[src/rtl/logic_unit_pkg.sv]
// Shared types and helpers for the registered bitwise logic unit.
// The LOGIC_UNIT_ACCUM_EN build option is handled in logic_unit_pipe.
package logic_unit_pkg;

    localparam int unsigned LU_OP_W          = 3;
    localparam int unsigned LU_DEFAULT_WIDTH = 8;

    typedef enum logic [LU_OP_W-1:0] {
        OpAnd  = 3'b000,
        OpOr   = 3'b001,
        OpXor  = 3'b010,
        OpNor  = 3'b011,
        OpNand = 3'b100,
        OpXnor = 3'b101,
        OpNotA = 3'b110,
        OpPass = 3'b111
    } lu_op_e;

    // Callers zero-extend narrower values, which leaves the XOR-reduction unchanged.
    function automatic logic lu_parity(input logic [63:0] v);
        return ^v;
    endfunction

endpackage

[src/rtl/logic_unit_pipe_core.sv]
// Purely combinational bitwise op mux with zero/parity/all-ones flags.
module lu_bitwise_core
    import logic_unit_pkg::*;
#(
    parameter int unsigned WIDTH = LU_DEFAULT_WIDTH
) (
    input  logic [WIDTH-1:0]   a,
    input  logic [WIDTH-1:0]   b,
    input  logic [LU_OP_W-1:0] op,
    output logic [WIDTH-1:0]   y,
    output logic               zero,
    output logic               parity,
    output logic               ones
);

    always_comb begin
        y = '0;
        unique case (lu_op_e'(op))
            OpAnd:   y = a & b;
            OpOr:    y = a | b;
            OpXor:   y = a ^ b;
            OpNor:   y = ~(a | b);
            OpNand:  y = ~(a & b);
            OpXnor:  y = ~(a ^ b);
            OpNotA:  y = ~a;
            OpPass:  y = a;
            default: y = '0;
        endcase
    end

    always_comb begin
        zero   = (y == '0);
        ones   = &y;
        parity = lu_parity(64'(y));
    end

endmodule

[src/rtl/logic_unit_pipe.sv]
// Bitwise logic unit with one registered output stage and valid/ready handshake.
// Define LOGIC_UNIT_ACCUM_EN to add the in_accum port and a result accumulator.
module logic_unit_pipe
    import logic_unit_pkg::*;
#(
    parameter int unsigned WIDTH = LU_DEFAULT_WIDTH
) (
    input  logic               clk,
    input  logic               rst_n,
`ifdef LOGIC_UNIT_ACCUM_EN
    input  logic               in_accum,
`endif
    input  logic               in_valid,
    output logic               in_ready,
    input  logic [LU_OP_W-1:0] in_op,
    input  logic [WIDTH-1:0]   in_a,
    input  logic [WIDTH-1:0]   in_b,
    output logic               out_valid,
    input  logic               out_ready,
    output logic [WIDTH-1:0]   out_y,
    output logic               out_zero,
    output logic               out_parity,
    output logic               out_ones
);

    logic             accept;
    logic [WIDTH-1:0] b_sel;
    logic [WIDTH-1:0] y_d;
    logic             zero_d;
    logic             parity_d;
    logic             ones_d;

    logic             valid_q;
    logic [WIDTH-1:0] y_q;
    logic             zero_q;
    logic             parity_q;
    logic             ones_q;

    assign in_ready = !valid_q || out_ready;
    assign accept   = in_valid && in_ready;

`ifdef LOGIC_UNIT_ACCUM_EN
    logic [WIDTH-1:0] acc_q;

    assign b_sel = in_accum ? acc_q : in_b;

    // Every accept reloads the accumulator, so chains restart on any in_accum=0 op.
    always_ff @(posedge clk) begin
        if (!rst_n) begin
            acc_q <= '0;
        end else if (accept) begin
            acc_q <= y_d;
        end
    end
`else
    assign b_sel = in_b;
`endif

    lu_bitwise_core #(
        .WIDTH (WIDTH)
    ) u_core (
        .a      (in_a),
        .b      (b_sel),
        .op     (in_op),
        .y      (y_d),
        .zero   (zero_d),
        .parity (parity_d),
        .ones   (ones_d)
    );

    // Data and flags only move on accept; a bare transfer just drops valid.
    always_ff @(posedge clk) begin
        if (!rst_n) begin
            valid_q  <= 1'b0;
            y_q      <= '0;
            zero_q   <= 1'b0;
            parity_q <= 1'b0;
            ones_q   <= 1'b0;
        end else if (accept) begin
            valid_q  <= 1'b1;
            y_q      <= y_d;
            zero_q   <= zero_d;
            parity_q <= parity_d;
            ones_q   <= ones_d;
        end else if (valid_q && out_ready) begin
            valid_q  <= 1'b0;
        end
    end

    assign out_valid  = valid_q;
    assign out_y      = y_q;
    assign out_zero   = zero_q;
    assign out_parity = parity_q;
    assign out_ones   = ones_q;

endmodule

[config.mk]
export PLATFORM = sky130hd
export DESIGN_NAME = logic_unit_pipe
export DESIGN_NICKNAME = d
export VERILOG_FILES = /design/src/rtl/logic_unit_pkg.sv /design/src/rtl/logic_unit_pipe_core.sv /design/src/rtl/logic_unit_pipe.sv
export SDC_FILE = /design/constraint.sdc
export NUM_CORES = 1
export LEC_CHECK = 0
export CORE_ASPECT_RATIO = 0.8
export CORE_MARGIN = 2
export CORE_UTILIZATION = 55
export DETAILED_ROUTE_END_ITERATION = 8
export DONT_BUFFER_PORTS = 1
export HOLD_SLACK_MARGIN = 0.05
export PLACE_DENSITY = 0.7
export SLEW_MARGIN = 20
export SYNTH_ARGS = -nofsm -noshare
export SYNTH_HDL_FRONTEND = slang
export SYNTH_HIERARCHICAL = 1
export SYNTH_SLANG_ARGS = --single-unit
[constraint.sdc]
create_clock -name clk -period 2.85 [get_ports clk]
set_input_delay 0.57 -clock clk [delete_from_list [all_inputs] [get_ports clk]]
set_output_delay 0.57 -clock clk [all_outputs]
set_load 0.05 [all_outputs]
==> flow_metrics.tcl <==
set metrics [dict create \
    status "finished clean" \
    fin_crit_ns 2.11 \
    syn-num-nets 251 \
    syn_area_per_cell_sq_um 7.72 \
    grt_overflow 0 \
    leakagePower_uw 0.000746 \
    cts_root_buf "clkbuf_4" \
    dieHeight_um 51.9 \
    path_cells "inv_1, ha_1, mux2i_1, nand2_1, a221o_1, o21ai_0, ha_1, xnor2_1, xnor2_1, nand2_1, mux2i_1" \
    setup_tns_ns 0 \
    maxClockFrequency_ghz 0.473 \
    async_reset_ff_share_pct 0 \
    portBuffers 0 \
    tritoncts "yes" \
    die-area_sq_um 3310 \
    core_sq_um 2740 \
    synth_edf_count 0 \
    synth_cells 204 \
    max_stage_delay_ns 0.33 \
    wl_mm 2.77 \
    antenna_left 0 \
    cts_buffers 3 \
    worstPathArrival_ns 2.32 \
    post-cts-setup-buffer-count 0 \
    worst_setup_path_start_kind "input pin" \
    fin_nets 242 \
    crit_type "input pin to register" \
    final_max_slew_viol_count 0 \
    syn2layout_area_growth_pct -1.27 \
    synth.distinct_cells 35 \
    clk_latency_ns 0.27 \
    diodes 0 \
    worstSetupEndpointType "register" \
    antenna_found_initial 0 \
    ios 36 \
    setup_viol 0 \
    slowest_stage "a221o_1" \
    rows 17 \
    syn-cell-area_sq_um 1580 \
    cap_violations 0 \
    ys_ff_latch 12 \
    gr-usage-all-layers_pct 17.8 \
    required_ns 3.06 \
    grt_first_pass_wirelength_mm 4.84 \
    relSlewSlack_pct 62.3 \
    path_max_fanout 3 \
    clock_skew_ns 0.000426 \
    worst_pin_slew_ns 0.564 \
    drc_errors 0 \
    vias 1269 \
    vdd_drop_max_mv 0.285 \
    dp_hpwl_mm 2.22 \
    crit_buf_inv 1 \
    rsz0062_at_grt "false" \
    cp_top_family "adder cells" \
    fillCellCount 265 \
    start_util_pct 57.4 \
    post_cts_resized 0 \
    drt_iter0_drc 94 \
    gp_congestion 0.791 \
    final-hold-violation-count 0 \
    grt_pass1_vias 1182 \
    fin_crit_sh_pct 74.2 \
    drive_gt1_share_pct 3.09 \
    yosysWarnings 6 \
    ys_seq_area_share_pct 15.3 \
    clk_pin_slew_ns 0.07 \
    clock_sinks 12 \
    ys.flop_type "dfxtp_1" \
    die_w_um 63.8 \
    holdWs_ns 0.429 \
    hold_buffers 0 \
    drtPass1Iterations 4 \
    via_per_inst 5.47 \
    p_per_area_nw_per_um2 378 \
    htreeDepth 1 \
    clk_path_buf_depth 2 \
    grt_max_degree 41 \
    hp-class "input pin to register" \
    wl_per_cell_um 12.0 \
]
-- layout make-up --
class | instances | area (sq um) | area share, %
Clock buffer | 4 | 36.3 | 2.33
Inverter | 18 | 67.6 | 4.34
Multi-Input combinational cell | 160 | 1160 | 74.8
Sequential cell | 12 | 240 | 15.4
Tap cell | 38 | 47.5 | 3.06
-- kinds of logic after synthesis --
family,share of synthesized area [%]
simple gates,22.4
compound gates,15.4
buf+inv,10.9
fa+ha+maj,19.1
mux,11.4
flops,15.3
xor+xnor,5.56
-- state kept, by name, indices dropped and copies added, names as in the netlist --
register and flops:
out_y 8, out_ones 1, out_parity 1, out_valid 1, out_zero 1
-- cells in the mapped netlist (3+ instances only) --
| master | number | area (sq um) |
|---|---|---|
| nor3_1 | 10 | 50.1 |
| xnor2_1 | 9 | 78.8 |
| o21a_1 | 7 | 52.6 |
| ha_1 | 24 | 300 |
| inv_1 | 18 | 67.6 |
| buf_6 | 3 | 33.8 |
| o21ai_0 | 3 | 15.0 |
| dfxtp_1 | 12 | 240 |
| buf_2 | 7 | 35.0 |
| nand2_1 | 27 | 101 |
| or2_1 | 5 | 31.3 |
| a21oi_1 | 4 | 20.0 |
| nor2_1 | 21 | 78.8 |
| nor2b_1 | 5 | 31.3 |
| mux2i_1 | 18 | 180 |
| a211oi_1 | 5 | 37.5 |
| a211o_1 | 3 | 26.3 |
-- power by group --
| part | total, uW | internal [uW] | switching, uW |
|---|---|---|---|
| clock network | 133 | 77.6 | 55.8 |
| registers | 253 | 184 | 68.7 |
| logic | 202 | 103 | 99.2 |
-- placed cells by master (no fill, tap or decap), types with 3 or more instances in the layout --
| cell type | count |
|---|---|
| nor2b_1 | 5 |
| clkbuf_4 | 3 |
| a211oi_1 | 5 |
| inv_1 | 18 |
| ha_1 | 24 |
| nor2_1 | 21 |
| a21oi_1 | 4 |
| o21ai_0 | 3 |
| a211o_1 | 3 |
| dfxtp_1 | 12 |
| o21a_1 | 7 |
| nand2_1 | 27 |
| xnor2_1 | 9 |
| nor3_1 | 10 |
| or2_1 | 5 |
| mux2i_1 | 18 |
-- layer usage --
metal | up-vias | track usage [%] | share of wire [%]
li1 | 666 | - | -
met1 | 566 | 22.1 | 46
met2 | 35 | 31.6 | 47
met3 | 2 | 4.76 | 6.6
met4 | 0 | 2.54 | 0.50
met5 | - | 0 | 0
-- worst register-to-register path, cell delays in order (launching register included) --
cell      delay [ns]
dfxtp_1         0.68
nand2b_4        0.23
and2_4          0.28
mux2i_1         0.14
-- final timing paths --
path             start         end  slack, ns  cells past startpoint
min reg2reg   out_y[4]    out_y[4]       0.70                      2
min           in_valid   out_valid       0.43                      2
max reg2reg  out_valid    out_y[0]       1.40                      3
max            in_a[6]  out_parity       0.74                     11
-- stage by stage --
step,util (%),setup WS (ns),instances,cell area [sq um],total power (uW)
after floorplan,-,0.585,204,1580,456
after global placement,55.4,0.512,228,1520,451
after detailed placement,55.4,0.467,228,1520,460
after CTS,56.7,0.739,232,1560,595
after global routing,56.7,0.550,232,1560,635
final,56.7,0.736,232,1560,588
No activity file was read; power rests on OpenSTA's default activity.
